File: src/rtl/kmul_feed.sv
// Multiplier front-end for the K2RED reducer: registers a*b into the reducer, tracks
// in-flight results with a latency-matched valid/tag pipe and buffers them in a credit-guarded FWFT FIFO.
// Optional operand range check is enabled by defining KMUL_RANGE_CHK_EN.
module kmul_feed #(
  parameter int CW      = 12,
  parameter int PW      = 24,
  parameter int RED_LAT = 5,
  parameter int DEPTH   = 8,
  parameter int TAG_W   = 8
) (
  input  logic             clk,
  input  logic             rst,
  input  logic             in_valid,
  output logic             in_ready,
  input  logic [CW-1:0]    in_a,
  input  logic [CW-1:0]    in_b,
  input  logic [TAG_W-1:0] in_tag,
  output logic [PW-1:0]    red_c,
  input  logic [CW-1:0]    red_cred,
  output logic             out_valid,
  input  logic             out_ready,
  output logic [CW-1:0]    out_data,
  output logic [TAG_W-1:0] out_tag,
  output logic             busy
`ifdef KMUL_RANGE_CHK_EN
  ,
  output logic             err
`endif
);

  localparam int AW   = $clog2(DEPTH);
  localparam int CNTW = AW + 1;
  localparam logic [CNTW-1:0] FULL_V  = CNTW'(DEPTH);
  localparam logic [CNTW:0]   DEPTH_V = (CNTW+1)'(DEPTH);

  logic             ready_en;
  logic             accept;
  logic [PW-1:0]    prod;
  logic [PW-1:0]    prod_next;

  logic [RED_LAT:0] pv;
  logic [TAG_W-1:0] pt [RED_LAT+1];
  logic             fifo_wr;

  logic [CNTW-1:0]  inflight;
  logic [CNTW-1:0]  cnt;
  logic [CNTW:0]    credit_used;
  logic [AW-1:0]    wr_ptr;
  logic [AW-1:0]    rd_ptr;
  logic             pop;
  logic [CW+TAG_W-1:0] mem [DEPTH];

  assign accept = in_valid & in_ready;
  assign prod   = {{(PW-CW){1'b0}}, in_a} * {{(PW-CW){1'b0}}, in_b};

`ifdef KMUL_RANGE_CHK_EN
  localparam logic [CW-1:0] QV = CW'(3329);
  logic range_bad;

  assign range_bad = (in_a >= QV) | (in_b >= QV);
  assign prod_next = range_bad ? '0 : prod;

  always_ff @(posedge clk or negedge rst) begin
    if (!rst)                    err <= 1'b0;
    else if (accept & range_bad) err <= 1'b1;
  end
`else
  assign prod_next = prod;
`endif

  // Holds in_ready low until the first edge after reset release.
  always_ff @(posedge clk or negedge rst) begin
    if (!rst) ready_en <= 1'b0;
    else      ready_en <= 1'b1;
  end

  always_ff @(posedge clk or negedge rst) begin
    if (!rst) red_c <= '0;
    else      red_c <= accept ? prod_next : '0;
  end

  // Stage 0 lines up with red_c; the last stage lines up with red_cred.
  always_ff @(posedge clk or negedge rst) begin
    if (!rst) begin
      pv <= '0;
      for (int i = 0; i <= RED_LAT; i++) pt[i] <= '0;
    end else begin
      pv    <= {pv[RED_LAT-1:0], accept};
      pt[0] <= in_tag;
      for (int i = 1; i <= RED_LAT; i++) pt[i] <= pt[i-1];
    end
  end

  assign fifo_wr = pv[RED_LAT];

  always_ff @(posedge clk or negedge rst) begin
    if (!rst) begin
      inflight <= '0;
    end else begin
      unique case ({accept, fifo_wr})
        2'b10:   inflight <= inflight + CNTW'(1);
        2'b01:   inflight <= inflight - CNTW'(1);
        default: inflight <= inflight;
      endcase
    end
  end

  assign out_valid = (cnt != '0);
  assign pop       = out_valid & out_ready;

  always_ff @(posedge clk) begin
    if (fifo_wr) mem[wr_ptr] <= {red_cred, pt[RED_LAT]};
  end

  always_ff @(posedge clk or negedge rst) begin
    if (!rst) begin
      wr_ptr <= '0;
      rd_ptr <= '0;
      cnt    <= '0;
    end else begin
      if (fifo_wr) wr_ptr <= wr_ptr + AW'(1);
      if (pop)     rd_ptr <= rd_ptr + AW'(1);
      unique case ({fifo_wr, pop})
        2'b10:   cnt <= cnt + CNTW'(1);
        2'b01:   cnt <= cnt - CNTW'(1);
        default: cnt <= cnt;
      endcase
    end
  end

  assign {out_data, out_tag} = mem[rd_ptr];

  // Every accepted op already owns a FIFO slot, so the reducer can never overrun the buffer.
  assign credit_used = {1'b0, cnt} + {1'b0, inflight};
  assign in_ready    = ready_en & (credit_used < DEPTH_V);
  assign busy        = (inflight != '0) | (cnt != '0);

  a_no_overflow : assert property (@(posedge clk) disable iff (!rst) !(fifo_wr && (cnt == FULL_V)));

endmodule

File: config.mk
export PLATFORM = sky130hd
export DESIGN_NAME = kmul_feed
export DESIGN_NICKNAME = d
export VERILOG_FILES = /design/src/rtl/kmul_feed.sv
export SDC_FILE = /design/constraint.sdc
export NUM_CORES = 1
export LEC_CHECK = 0
export ABC_CLOCK_PERIOD_IN_PS = 3070
export CAP_MARGIN = 10
export CORE_ASPECT_RATIO = 1.1
export CORE_MARGIN = 4
export CORE_UTILIZATION = 45
export CTS_CLUSTER_SIZE = 40
export DETAILED_ROUTE_END_ITERATION = 10
export PLACE_DENSITY = 0.63
export SYNTH_ARGS = -nofsm -noshare
export SYNTH_HDL_FRONTEND = slang
export SYNTH_SLANG_ARGS = --single-unit
File: constraint.sdc
create_clock -name clk -period 3.07 [get_ports clk]
set_input_delay 0.614 -clock clk [delete_from_list [all_inputs] [get_ports clk]]
set_output_delay 0.614 -clock clk [all_outputs]
set_load 0.02 [all_outputs]
### Word level (Yosys, flattened, before mapping)

Memories as Yosys holds them, arrays and structs flattened.
Index checks and enable logic that the tools add are counted.

| word-level totals | value |
|---|---|
| flip-flop bits (word level) | 93 |
| bits in latches | 0 |
| bits in writable memories | 160 |
| memory bits (read-only) | 0 |
| input bits | 48 |
| logic and storage cells | 40 |
| memories | 1 |

Memories:

| name | words | width | rd ports | clocked after Yosys merged registers in | wr ports | RTL line | RTL |
|---|---|---|---|---|---|---|---|
| mem | 8 | 20 | 1 | 0 | 1 | 51 | `logic [CW+TAG_W-1:0] mem [DEPTH];` |

| cells by class | value |
|---|---|
| add/subtract/negate cells | 7 |
| multipliers | 1 |
| divide/modulo/power cells | 0 |
| $lt $le $gt $ge | 1 |
| equality and inequality tests | 4 |
| shifts and indexed selects | 0 |
| multiplexer cells | 5 |
| bitwise operators | 4 |
| reductions and logical operators | 4 |

Operators by type and width:

| kind | number |
|---|---|
| 12-bit by 12-bit multiplier with 24-bit output | 1 |
| 24-bit two-way mux | 1 |
| 4-bit one-hot mux with 2 select lines | 2 |
| 4-bit by 1-bit adder with 4-bit output, second input constant | 2 |
| 4-bit nonzero test | 2 |
| 4-bit by 1-bit subtractor with 4-bit output, second input constant | 2 |
| 3-bit by 1-bit adder with 3-bit output, second input constant | 2 |
| 4-bit by 4-bit adder with 5-bit output | 1 |
| 5-bit by 4-bit < comparator with 1-bit output, second input constant | 1 |
| 2-bit by 1-bit equality test with 1-bit output, second input constant | 2 |
| 2-bit equality test, second input constant | 2 |
| 2-bit nonzero test | 2 |
| 1-bit bitwise AND | 3 |
| 1-bit two-way mux | 2 |
| 1-bit OR | 1 |

### Logic depth before layout (Yosys ltp)

Gate-level depths: netlist (run 1).

| depth | value |
|---|---|
| depth after elaboration | 6 |
| mapped depth | 19 |
| mapped depth without buffers | 18 |

### Worst setup path before layout (run 1)

OpenSTA, ideal clock, no wires.

| timing | value |
|---|---|
| kind | input -> register |
| start | in in_b[3] |
| end | reg red_c[17] |
| library setup time | 0.088 ns |
| data arrival time | 5.014 ns |
| path slack | -2.032 ns |
| stages on the path | 17 |
| path buffers | 1 |
| cell sequence | clkbuf_1 -> nand2_1 -> fa_1 -> fa_1 -> fa_1 -> inv_1 -> fa_1 -> inv_1 -> fa_1 -> inv_1 -> ha_1 -> a21oi_1 -> nor2_1 -> a211oi_2 -> a21oi_1 -> o21ai_1 -> nor3b_1 |

| between the ends | value |
|---|---|
| longest elaborated chain between the ends | 2 |

Ends and longest elaborated chain:

| item | RTL line | RTL |
|---|---|---|
| start, declared | 16 | `input logic [CW-1:0] in_b,` |
| 12-bit by 12-bit multiplier with 24-bit output | 54 | `assign prod = {{(PW-CW){1'b0}}, in_a} * {{(PW-CW){1'b0}}, in_b};` |
| 24-bit two-way mux | 79 | `else red_c <= accept ? prod_next : '0;` |
| end signal, assigned | 79 |  |
| end, declared | 18 | `output logic [PW-1:0] red_c,` |

Every way passes these cells.
A chain may end at the register's enable or synchronous reset.

### Final worst setup path (run 1)

| timing | value |
|---|---|
| start | in in_b[8] |
| end | reg red_c[18] |

Same word-level chain as after synthesis.

==> results of run 1 <==
==> metrics by stage <==
stage | total power (µW) | worst slack [ps]
floorplan | 10400 | -1740
global placement | 13500 | -2550
detailed placement | 13600 | -2520
CTS | 17000 | -1530
global route | 19100 | -1530
finish | 17800 | -1430
==> sequential cells by signal (all words and copies together), names as in the netlist <==
name	count
cnt	4
inflight	4
mem	160
pt	48
pv	6
rd_ptr	3
ready_en	1
red_c	24
wr_ptr	3
==> critical path: stages <==
cell    delay, ps
buf_6          90
buf_6         120
buf_6         110
and2_4        130
fa_1          490
fa_1          450
fa_1          500
fa_1          490
inv_1          50
fa_2          520
inv_2          40
ha_4          280
and3_4        190
or3b_4        440
and2_4        190
xor2_2        130
nor2_2         40
==> cell usage in the layout (no fill, tap or decap), drive strengths merged, types with 3 or more instances in the layout <==
master         netlist  final
nand2              108    108
dlygate4sd2          0     21
a21oi               21     21
nor2                23     23
fa                 102    102
clkbuf              30     35
o21bai               4      4
a21o                12     12
mux2                22     22
and3                11     11
nand2b               3      3
ha                  73     73
edfxtp             160    160
and2                57     57
a31o                 3      3
buf                 10    157
nor3                12     12
dfrtp               93     93
o21a                 5      5
xnor2               10     10
bufinv               0      3
xor2                14     14
o21ai                7      7
a221oi               3      3
inv                142    144
nand4                3      3
clkinv               1     10
mux4                40     40
clkdlybuf4s50        0     48
==> worst max path at each step <==
| stage | from | endpoint | slack [ps] |
|---|---|---|---|
| after floorplan | in_b[6] | red_c[18]$_DFF_PN0_ | -1740 |
| after global placement | in_a[5] | red_c[23]$_DFF_PN0_ | -2550 |
| after detailed placement | in_a[5] | red_c[23]$_DFF_PN0_ | -2520 |
| after CTS | in_b[8] | red_c[21]$_DFF_PN0_ | -1530 |
| after global routing | in_b[5] | red_c[21]$_DFF_PN0_ | -1530 |
| final | in_b[8] | red_c[18]$_DFF_PN0_ | -1430 |
==> where the power goes <==
group	leakage, µW	internal [µW]	switching (µW)	total [µW]
combinational	0.00453	5400	5110	10500
sequential	0.00259	3980	245	4230
clock	0.000424	1850	1220	3070
total	0.00754	11200	6570	17800
==> layout make-up <==
class,count,area (µm²)
Clock inverter,16,169
Inverter,143,537
Fill cell,2493,12400
Tap cell,414,518
Clock buffer,30,684
Timing Repair Buffer,231,2170
Multi-Input combinational cell,555,6690
Sequential cell,253,7130
==> kinds of logic (layout without fill, tap and decap cells) <==
family          count (synthesis)  after routing
flops                         253            253
mux                            64             64
simple gates                  224            224
fa+ha+maj                     175            175
xor+xnor                       24             24
buf+inv                       183            420
other cells                     1              1
compound gates                 67             67
==> timing repair <==
action                                  4_1_cts  5_1_grt
endpoints found under the hold margin         0        0
buffers inserted                             18       17
endpoints found under the setup margin       41       19
gates cloned                                  2        0
pin swaps                                    55       80
resized for setup                           177      111
hold buffers                                  0        0
==> metal layers <==
layer  wire length, µm  global-route usage (%)  up-vias
li1                  -                       -     3779
met5                 0                       0        -
met1             12100                    22.6     4191
met3              1070                    2.20       19
met2             13400                    27.1      139
met4               303                    2.33        0
==> metrics.csv, run 1 <==
stage,metric,value,unit
status,status,"complete, but fails checks",
status,violations,negative setup slack,
sta,clock.fmax,222,MHz
placement,dp_hpwl,18800,µm
sta,setup_viol,18,
drt,wire_per_inst,16.4,µm
sta,tns,-20400,ps
sta,min_period,4500,ps
floorplanning,dieWidth,175,µm
synth,synthTopCellsByCount,"160 x edfxtp_1, 142 x inv_1, 107 x nand2_1, 102 x fa_1, 93 x dfrtp_1",
global_routing,grt-ovfl-total,0,
cells_and_area,nets,1432,
global_routing,grt_pass1_wl,42900,µm
synth,muxShareOfSynthArea,8.47,%
clocking,root_buffer,clkbuf_16,
cells_and_area,antenna_cells,0,
sta,setup_ws,-1430,ps
floorplanning,die-area,33500,µm²
critical_path,end_kind,register,
floorplanning,initial_core_util,45.5,%
synth,yosys-top-cells-area,"edfxtp_1 35%, dfrtp_1 17%, fa_1 15%, ha_1 6.6%, mux4_2 6.5%",
synth,synth_cell_types,56,
critical_path,worstPathMaxFanout,5,
cells_and_area,stdcell_area,17900,µm²
clocking,numCtsBuffers,25,
clocking,cts_buffer_depth,3,
clocking,cts_tree,built,
power,p_leak,0.00755,µW
min_path,hp-class,in -> async,
clocking,h-tree-depth,1,
synth,yosysMostFrequentCell,edfxtp_1,
cells_and_area,fin_cells,1642,
power,cellPowerDensity,995,nW/µm²
synth,synthArstFlopShare,36.8,%
global_routing,antenna_found_initial,0,
drt,vias,8128,
global_routing,grt_pass1_vias,8207,
global_routing,grt_util_all_layers,15.9,%
sta,hold_viol,0,
cells_and_area,area_delta_synth_final,29.7,%
synth,ys.flop_type,edfxtp_1,
synth,synth_fa_ha_area_share,21.4,%
critical_path,cp.required,3450,ps
floorplanning,fp-row-count,67,
synth,synth_nets,1214,
synth,synth_top_area_cell,edfxtp_1,
drt,drc,0,
drt,postRouteAntennaNets,0,
drt,drtIter0Drc,439,
synth,avgSynthCellArea,13.9,µm²
critical_path,rr_endpoint,inflight[3]$_DFFE_PN0P_,
synth,yosysTopAreaCellShare,34.8,%
critical_path,worstSetupStartpointType,input port,
sta,fin_crit_sh,147,%
clocking,insertion_delay,520,ps
drt,drt-vias-per-instance,4.95,
clocking,path_clk_slew,60,ps
sta,holdWs,132,ps
power,ir_drop,0.734,mV
placement,routabilityCongestion,0.796,
synth,synth_enable_flop_cells,160,
placement,port_buffers,94,
floorplanning,ios,95,
synth,syn_inst,991,
synth,yosys_warnings,0,
synth,yosysSeqAreaShare,51.7,%
floorplanning,fp.dieH,192,µm
placement,place_inst,1562,
cells_and_area,drive_gt1_share,33.8,%
critical_path,reg2regPathDepth,11,
sta,rsz0062_at_grt,true,
synth,synth_seq_cells,253,
critical_path,rr_startpoint,inflight[3]$_DFFE_PN0P_,
clocking,cts_sinks,253,
synth,synth_simple_gate_area_share,8.03,%
sta,slew_violations,0,
placement,placed_cell_area,16200,µm²
cells_and_area,fin_util,59.0,%
floorplanning,core-area,30300,µm²
sta,tightestPinTransition,788,ps
sta,max_slew_margin,47.3,%
global_routing,grt_max_degree,48,
synth,synth_top_family_by_area,adder cells,
run,maxCapViolCount,0,
critical_path,crit_type,in -> reg,
critical_path,arrival,4870,ps
synth,netlist_area,13800,µm²
sta,fin_skew,25.2,ps
critical_path,r2r_slack,300,ps
drt,routed_wl,26900,µm
synth,synth-xor-area-share,1.52,%
synth,synth_compound_gate_area_share,3.80,%
drt,firstDrtPassIters,5,
(Power assumes the default switching activity.)
==> run 2: changes to the inputs <==
--- a/config.mk
+++ b/config.mk
@@ -16,3 +16,4 @@
 export SYNTH_ARGS = -nofsm -noshare
 export SYNTH_HDL_FRONTEND = slang
 export SYNTH_SLANG_ARGS = --single-unit
+export TNS_END_PERCENT = 5
==> run 2 against run 1 <==
Net effect: the run still ends with negative setup slack left; sequential power barely moved; sequential cell count stayed put; clock power shrank 2%.
==> metrics.csv, run 2 (synthesis results as in run 1) <==
stage,metric,value,unit,change
critical_path,worstPathMaxFanout,5,,unchanged
power,cellPowerDensity,970,nW/µm²,was 995 nW/µm²
global_routing,grt_pass1_vias,8525,,was 8207
drt,vias,7986,,was 8128
global_routing,grt_util_all_layers,16.6,%,was 15.9%
critical_path,rr_startpoint,inflight[3]$_DFFE_PN0P_,,unchanged
clocking,root_buffer,clkbuf_16,,unchanged
power,power,16700,µW,was 17800 µW
cells_and_area,largestRegisters,"mem x160, pt x48, red_c x24",,unchanged
clocking,numCtsBuffers,26,,was 25
critical_path,r2r_slack,290,ps,was 300 ps
sta,setup_viol,19,,was 18
critical_path,worstSetupStartpointType,input port,,unchanged
cells_and_area,regMostFlops,mem,,unchanged
drt,drc,0,,unchanged
critical_path,end_kind,register,,unchanged
drt,drtIter0Drc,438,,was 439
sta,tightestPinTransition,752,ps,was 788 ps
sta,slew_violations,0,,unchanged
drt,firstDrtPassIters,4,,was 5
floorplanning,fp.dieH,192,µm,unchanged
critical_path,cp.required,3490,ps,was 3450 ps
clocking,h-tree-depth,1,,unchanged
sta,setup_ws,-1410,ps,was -1430 ps
cells_and_area,antenna_cells,0,,unchanged
sta,clock.fmax,223,MHz,was 222 MHz
cells_and_area,final_common_cell,edfxtp_1,,unchanged
critical_path,reg2regPathDepth,11,,unchanged
status,status,"complete, but fails checks",,unchanged
drt,drt-vias-per-instance,4.91,,was 4.95
global_routing,grt_max_degree,50,,was 48
sta,fin_crit_sh,146,%,was 147%
sta,fin_skew,13.3,ps,was 25.2 ps
status,violations,negative setup slack,,unchanged
placement,dpl_worst_slack,-2650,ps,was -2520 ps
floorplanning,ios,95,,unchanged
min_path,hp-class,in -> async,,unchanged
cells_and_area,layout_common_cells,"160 x edfxtp_1, 135 x inv_1, 111 x buf_4",,"was 160 x edfxtp_1, 117 x inv_1, 94 x fa_1"
sta,max_slew_margin,49.6,%,was 47.3%
global_routing,grt_pass1_wl,44600,µm,was 42900 µm
clocking,cts_tree,built,,unchanged
critical_path,arrival,4900,ps,was 4870 ps
placement,dp_hpwl,19800,µm,was 18800 µm
cells_and_area,drive_gt1_share,27.6,%,was 33.8%
power,p_leak,0.00735,µW,was 0.00755 µW
drt,routed_wl,27400,µm,was 26900 µm
global_routing,antenna_found_initial,0,,unchanged
drt,postRouteAntennaNets,0,,unchanged
global_routing,grt-ovfl-total,0,,unchanged
power,ir_drop,0.698,mV,was 0.734 mV
critical_path,critPathLaunch,in_b[6],,was in_b[8]
clocking,cts_sinks,253,,unchanged
clocking,postCtsHoldBufs,0,,unchanged
cells_and_area,largest_reg_flops,160,,unchanged
cells_and_area,stdcell_area,17200,µm²,was 17900 µm²
cells_and_area,seqCellArea,7130,µm²,about the same
sta,hold_viol,0,,unchanged
floorplanning,initial_core_util,45.5,%,unchanged
sta,rsz0062_at_grt,true,,unchanged
floorplanning,die-area,33500,µm²,unchanged
clocking,cts_buffer_depth,3,,unchanged
run,maxCapViolCount,0,,unchanged
cells_and_area,area_delta_synth_final,24.9,%,was 29.7%
placement,port_buffers,94,,unchanged
placement,placed_cell_area,16100,µm²,was 16200 µm²
cells_and_area,nets,1416,,was 1432
placement,routabilityCongestion,0.847,,was 0.796
clocking,insertion_delay,530,ps,was 520 ps
cells_and_area,multiInputGateArea,6360,µm²,was 6690 µm²
floorplanning,core-area,30300,µm²,unchanged
sta,min_period,4480,ps,was 4500 ps
clocking,path_clk_slew,60,ps,about the same
floorplanning,fp-row-count,67,,unchanged
floorplanning,dieWidth,175,µm,unchanged
critical_path,crit_type,in -> reg,,unchanged
cells_and_area,fillers,2540,,was 2493
drt,wire_per_inst,16.9,µm,was 16.4 µm
[run 2: cell count changes in the layout (fill, tap and decap cells not counted), moves of 5 or more]
cell	delta
buf_12	-5
buf_2	-6
buf_4	+23
buf_6	-29
clkbuf_1	+5
clkinv_1	+5
clkinv_2	-6
ha_1	+12
ha_4	-12
inv_1	+18
inv_2	-18
nand2_1	+12
nand2_4	-9
nor2_2	+5
[run 2: worst max-delay path, stage by stage]
cell and delay, ps:
buf_4 130, buf_4 150, and2_4 160, fa_1 540
fa_1 450, fa_1 500, fa_1 490, inv_1 50
fa_1 470, inv_1 60, ha_4 280, and3_4 200
or3b_4 420, and2_4 180, xor2_2 170, nor2_2 40
[run 2: metrics by stage]
step,setup TNS [ps],util (%),hold slack (ps),instances
5_1_grt,-22200,56.8,143,1626
2_1_floorplan,-27460,-,318,991
4_1_cts,-21030,56.6,112,1627
6_report,-19850,56.8,106,1626
3_3_place_gp,-43540,53.1,332,1571
3_5_place_dp,-44510,53.1,335,1571
[run 2: worst paths after layout]
| check | endpoint |
|---|---|
| max | red_c[18]$_DFF_PN0_ |
| min | pt[43]$_DFF_PN0_ |
| max reg2reg | inflight[3]$_DFFE_PN0P_ |
| min reg2reg | pt[10]$_DFF_PN0_ |
| max in group asynchronous | rd_ptr[0]$_DFFE_PN0P_ |
| min in group clk | pt[10]$_DFF_PN0_ |
[run 2: what timing repair did]
action | in CTS | in global routing
pin swaps | 65 | 37
endpoints found under the setup margin | 41 | 21
setup buffers | 9 | 0
resized for setup | 174 | 55
[run 2: layout make-up]
| class | instances | area share [%] |
|---|---|---|
| Clock buffer | 35 | 4.14 |
| Clock inverter | 12 | 0.646 |
| Inverter | 143 | 3.11 |
| Sequential cell | 253 | 41.4 |
| Timing Repair Buffer | 214 | 10.9 |
| Tap cell | 414 | 3.00 |
| Multi-Input combinational cell | 555 | 36.9 |
[run 2: per-layer routing]
metal  vias up  share of wire, %  track usage (%)
met1      4071                43             22.3
met5         -                 0                0
met4         0               1.5             3.51
li1       3750                 -                -
met3        27               3.9             1.89
met2       138                52             29.4
[run 2: power by group]
| part | switching (µW) | internal, µW | leakage, µW |
|---|---|---|---|
| Sequential | 216 | 3980 | 0.00259 |
| Combinational | 4750 | 4780 | 0.00436 |
| Clock | 1280 | 1720 | 0.000398 |
==> run 3: changes to the inputs <==
--- a/config.mk
+++ b/config.mk
@@ -13,6 +13,7 @@
 export CTS_CLUSTER_SIZE = 40
 export DETAILED_ROUTE_END_ITERATION = 10
 export PLACE_DENSITY = 0.63
+export SETUP_SLACK_MARGIN = 0.05
 export SYNTH_ARGS = -nofsm -noshare
 export SYNTH_HDL_FRONTEND = slang
 export SYNTH_SLANG_ARGS = --single-unit
==> run 3 against run 2 <==
Net effect: global-route usage did not move; worst hold slack barely moved; critical path type unchanged; power barely moved; non-clock buffer count did not move; clock skew barely moved; critical endpoint unchanged; clock power barely moved; die area did not move; core utilization barely moved; sequential power barely moved; the flow still finishes with violations (negative setup slack); routed wire length barely moved; combinational power barely moved.
==> metrics.csv, run 3 (synthesis results as in run 1) <==
stage,metric,value,unit,change
critical_path,end_kind,register,,unchanged
critical_path,cp.required,3490,ps,about the same
clocking,insertion_delay,530,ps,about the same
clocking,cts_tree,built,,unchanged
drt,firstDrtPassIters,4,,unchanged
floorplanning,dieWidth,175,µm,unchanged
critical_path,arrival,4900,ps,about the same
clocking,postCtsHoldBufs,0,,unchanged
critical_path,path_cells,buf_4 > buf_4 > and2_4 > fa_1 > fa_1 > fa_1 > fa_1 > inv_1 > fa_1 > inv_1 > ha_4 > and3_4 > or3b_4 > and2_4 > xor2_2 > nor2_2,,unchanged
clocking,root_buffer,clkbuf_16,,unchanged
placement,routabilityCongestion,0.847,,unchanged
sta,fin_crit_sh,146,%,about the same
sta,fin_skew,13.2,ps,was 13.3 ps
sta,hold_viol,0,,unchanged
cells_and_area,largest_reg_flops,160,,unchanged
sta,max_slew_margin,49.6,%,unchanged
sta,setup_viol,19,,unchanged
floorplanning,initial_core_util,45.5,%,unchanged
sta,slew_violations,0,,unchanged
sta,rsz0062_at_grt,true,,unchanged
critical_path,crit_buf_inv,4,,unchanged
drt,drt-vias-per-instance,4.91,,about the same
cells_and_area,regMostFlops,mem,,unchanged
status,violations,negative setup slack,,unchanged
floorplanning,die-area,33500,µm²,unchanged
drt,postRouteAntennaNets,0,,unchanged
critical_path,critPathSlowestCell,fa_1,,unchanged
global_routing,antenna_found_initial,0,,unchanged
critical_path,crit_family,adder cells,,unchanged
cells_and_area,area_delta_synth_final,24.9,%,about the same
clocking,cts_sinks,253,,unchanged
drt,drc,0,,unchanged
critical_path,reg2regPathDepth,11,,unchanged
cells_and_area,nets,1416,,unchanged
min_path,hp-class,in -> async,,unchanged
cells_and_area,antenna_cells,0,,unchanged
run,maxCapViolCount,0,,unchanged
global_routing,grt_pass1_vias,8525,,unchanged
clocking,h-tree-depth,1,,unchanged
status,status,"complete, but fails checks",,unchanged
placement,port_buffers,94,,unchanged
drt,drtIter0Drc,438,,unchanged
sta,min_period,4480,ps,about the same
drt,wire_per_inst,16.9,µm,about the same
sta,holdWs,105,ps,was 106 ps
clocking,numCtsBuffers,26,,unchanged
floorplanning,ios,95,,unchanged
global_routing,grt_util_all_layers,16.6,%,unchanged
sta,clock.fmax,223,MHz,about the same
critical_path,r2r_slack,290,ps,about the same
critical_path,rr_startpoint,inflight[3]$_DFFE_PN0P_,,unchanged
clocking,cts_buffer_depth,3,,unchanged
cells_and_area,drive_gt1_share,27.6,%,unchanged
sta,setup_ws,-1410,ps,about the same
drt,vias,7990,,was 7986
floorplanning,fp.dieH,192,µm,unchanged
global_routing,grt-ovfl-total,0,,unchanged
placement,dp_hpwl,19800,µm,unchanged
cells_and_area,fin_util,56.8,%,about the same
placement,dpl_worst_slack,-2650,ps,unchanged
sta,tightestPinTransition,752,ps,unchanged
power,p_leak,0.00735,µW,about the same
cells_and_area,layout_common_cells,"160 x edfxtp_1, 135 x inv_1, 111 x buf_4",,unchanged
critical_path,slowest_delay,540,ps,about the same
global_routing,grt_pass1_wl,44600,µm,unchanged
drt,routed_wl,27400,µm,about the same
critical_path,worstPathMaxFanout,5,,unchanged
critical_path,worst_path_most_repeated_cell,fa_1,,unchanged
critical_path,crit_type,in -> reg,,unchanged
floorplanning,core-area,30300,µm²,unchanged
power,cellPowerDensity,971,nW/µm²,was 970 nW/µm²
global_routing,grt_max_degree,50,,unchanged
critical_path,rr_endpoint,inflight[3]$_DFFE_PN0P_,,unchanged
floorplanning,fp-row-count,67,,unchanged
cells_and_area,final_common_cell,edfxtp_1,,unchanged
cells_and_area,largestRegisters,"mem x160, pt x48, red_c x24",,unchanged
power,power,16700,µW,about the same
clocking,path_clk_slew,60,ps,about the same
critical_path,worstSetupStartpointType,input port,,unchanged
power,ir_drop,0.698,mV,about the same
==> run 3: changes by cell type in the layout (fill, tap and decap cells not counted) <==
cell,delta
clkdlybuf4s15_1,+2
dlygate4sd2_1,-1
dlymetal6s2s_1,-1
==> run 3: per-stage QoR <==
stage               instance area (µm²)  std cells  setup TNS, ps
CTS                               17200       1627         -21030
global route                      17200       1626         -22200
floorplan                         14000        991         -27460
detailed placement                16100       1571         -44510
finish                            17200       1626         -19850
global placement                  16100       1571         -43540
==> run 3: final cells by class <==
| cell class | instances | area [µm²] |
|---|---|---|
| sequential | 253 | 7130 |
| tap | 414 | 518 |
| timing repair buffer | 214 | 1870 |
| clock buffer | 35 | 714 |
| multi-input combinational | 555 | 6360 |
| clock inverter | 12 | 111 |
| fill | 2540 | 13100 |
| inverter | 143 | 537 |
==> run 3: metal layers <==
metal	GRT usage [%]	up-vias	share of wire, %
li1	-	3750	-
met1	22.3	4073	43
met2	29.4	140	52
met3	1.89	27	3.9
met4	3.51	0	1.5
met5	0	-	0
==> run 3: power breakdown <==
| group | leakage, µW | switching [µW] | internal (µW) | total, µW |
|---|---|---|---|---|
| registers | 0.00259 | 216 | 3980 | 4200 |
| logic | 0.00436 | 4760 | 4780 | 9540 |
| clock network | 0.000398 | 1280 | 1720 | 3000 |
==> run 3: timing repair <==
action / CTS / global route
gates cloned: 0 / 0
endpoints found under the setup margin: 42 / 22
setup buffers: 9 / 0
gates resized for setup: 176 / 55
pin swaps: 65 / 37
endpoints found under the hold margin: 0 / 0
==> run 3: worst max-delay path by stage <==
stage / startpoint / end / slack [ps] / cells past startpoint
after global placement: in_b[5] / red_c[13]$_DFF_PN0_ / -2540 / 19
final: in_b[6] / red_c[18]$_DFF_PN0_ / -1410 / 16
after floorplan: in_b[6] / red_c[18]$_DFF_PN0_ / -1750 / 18
after CTS: in_b[7] / red_c[21]$_DFF_PN0_ / -1510 / 18
after detailed placement: in_b[5] / red_c[21]$_DFF_PN0_ / -2650 / 18
after global routing: in_b[10] / red_c[21]$_DFF_PN0_ / -1550 / 16
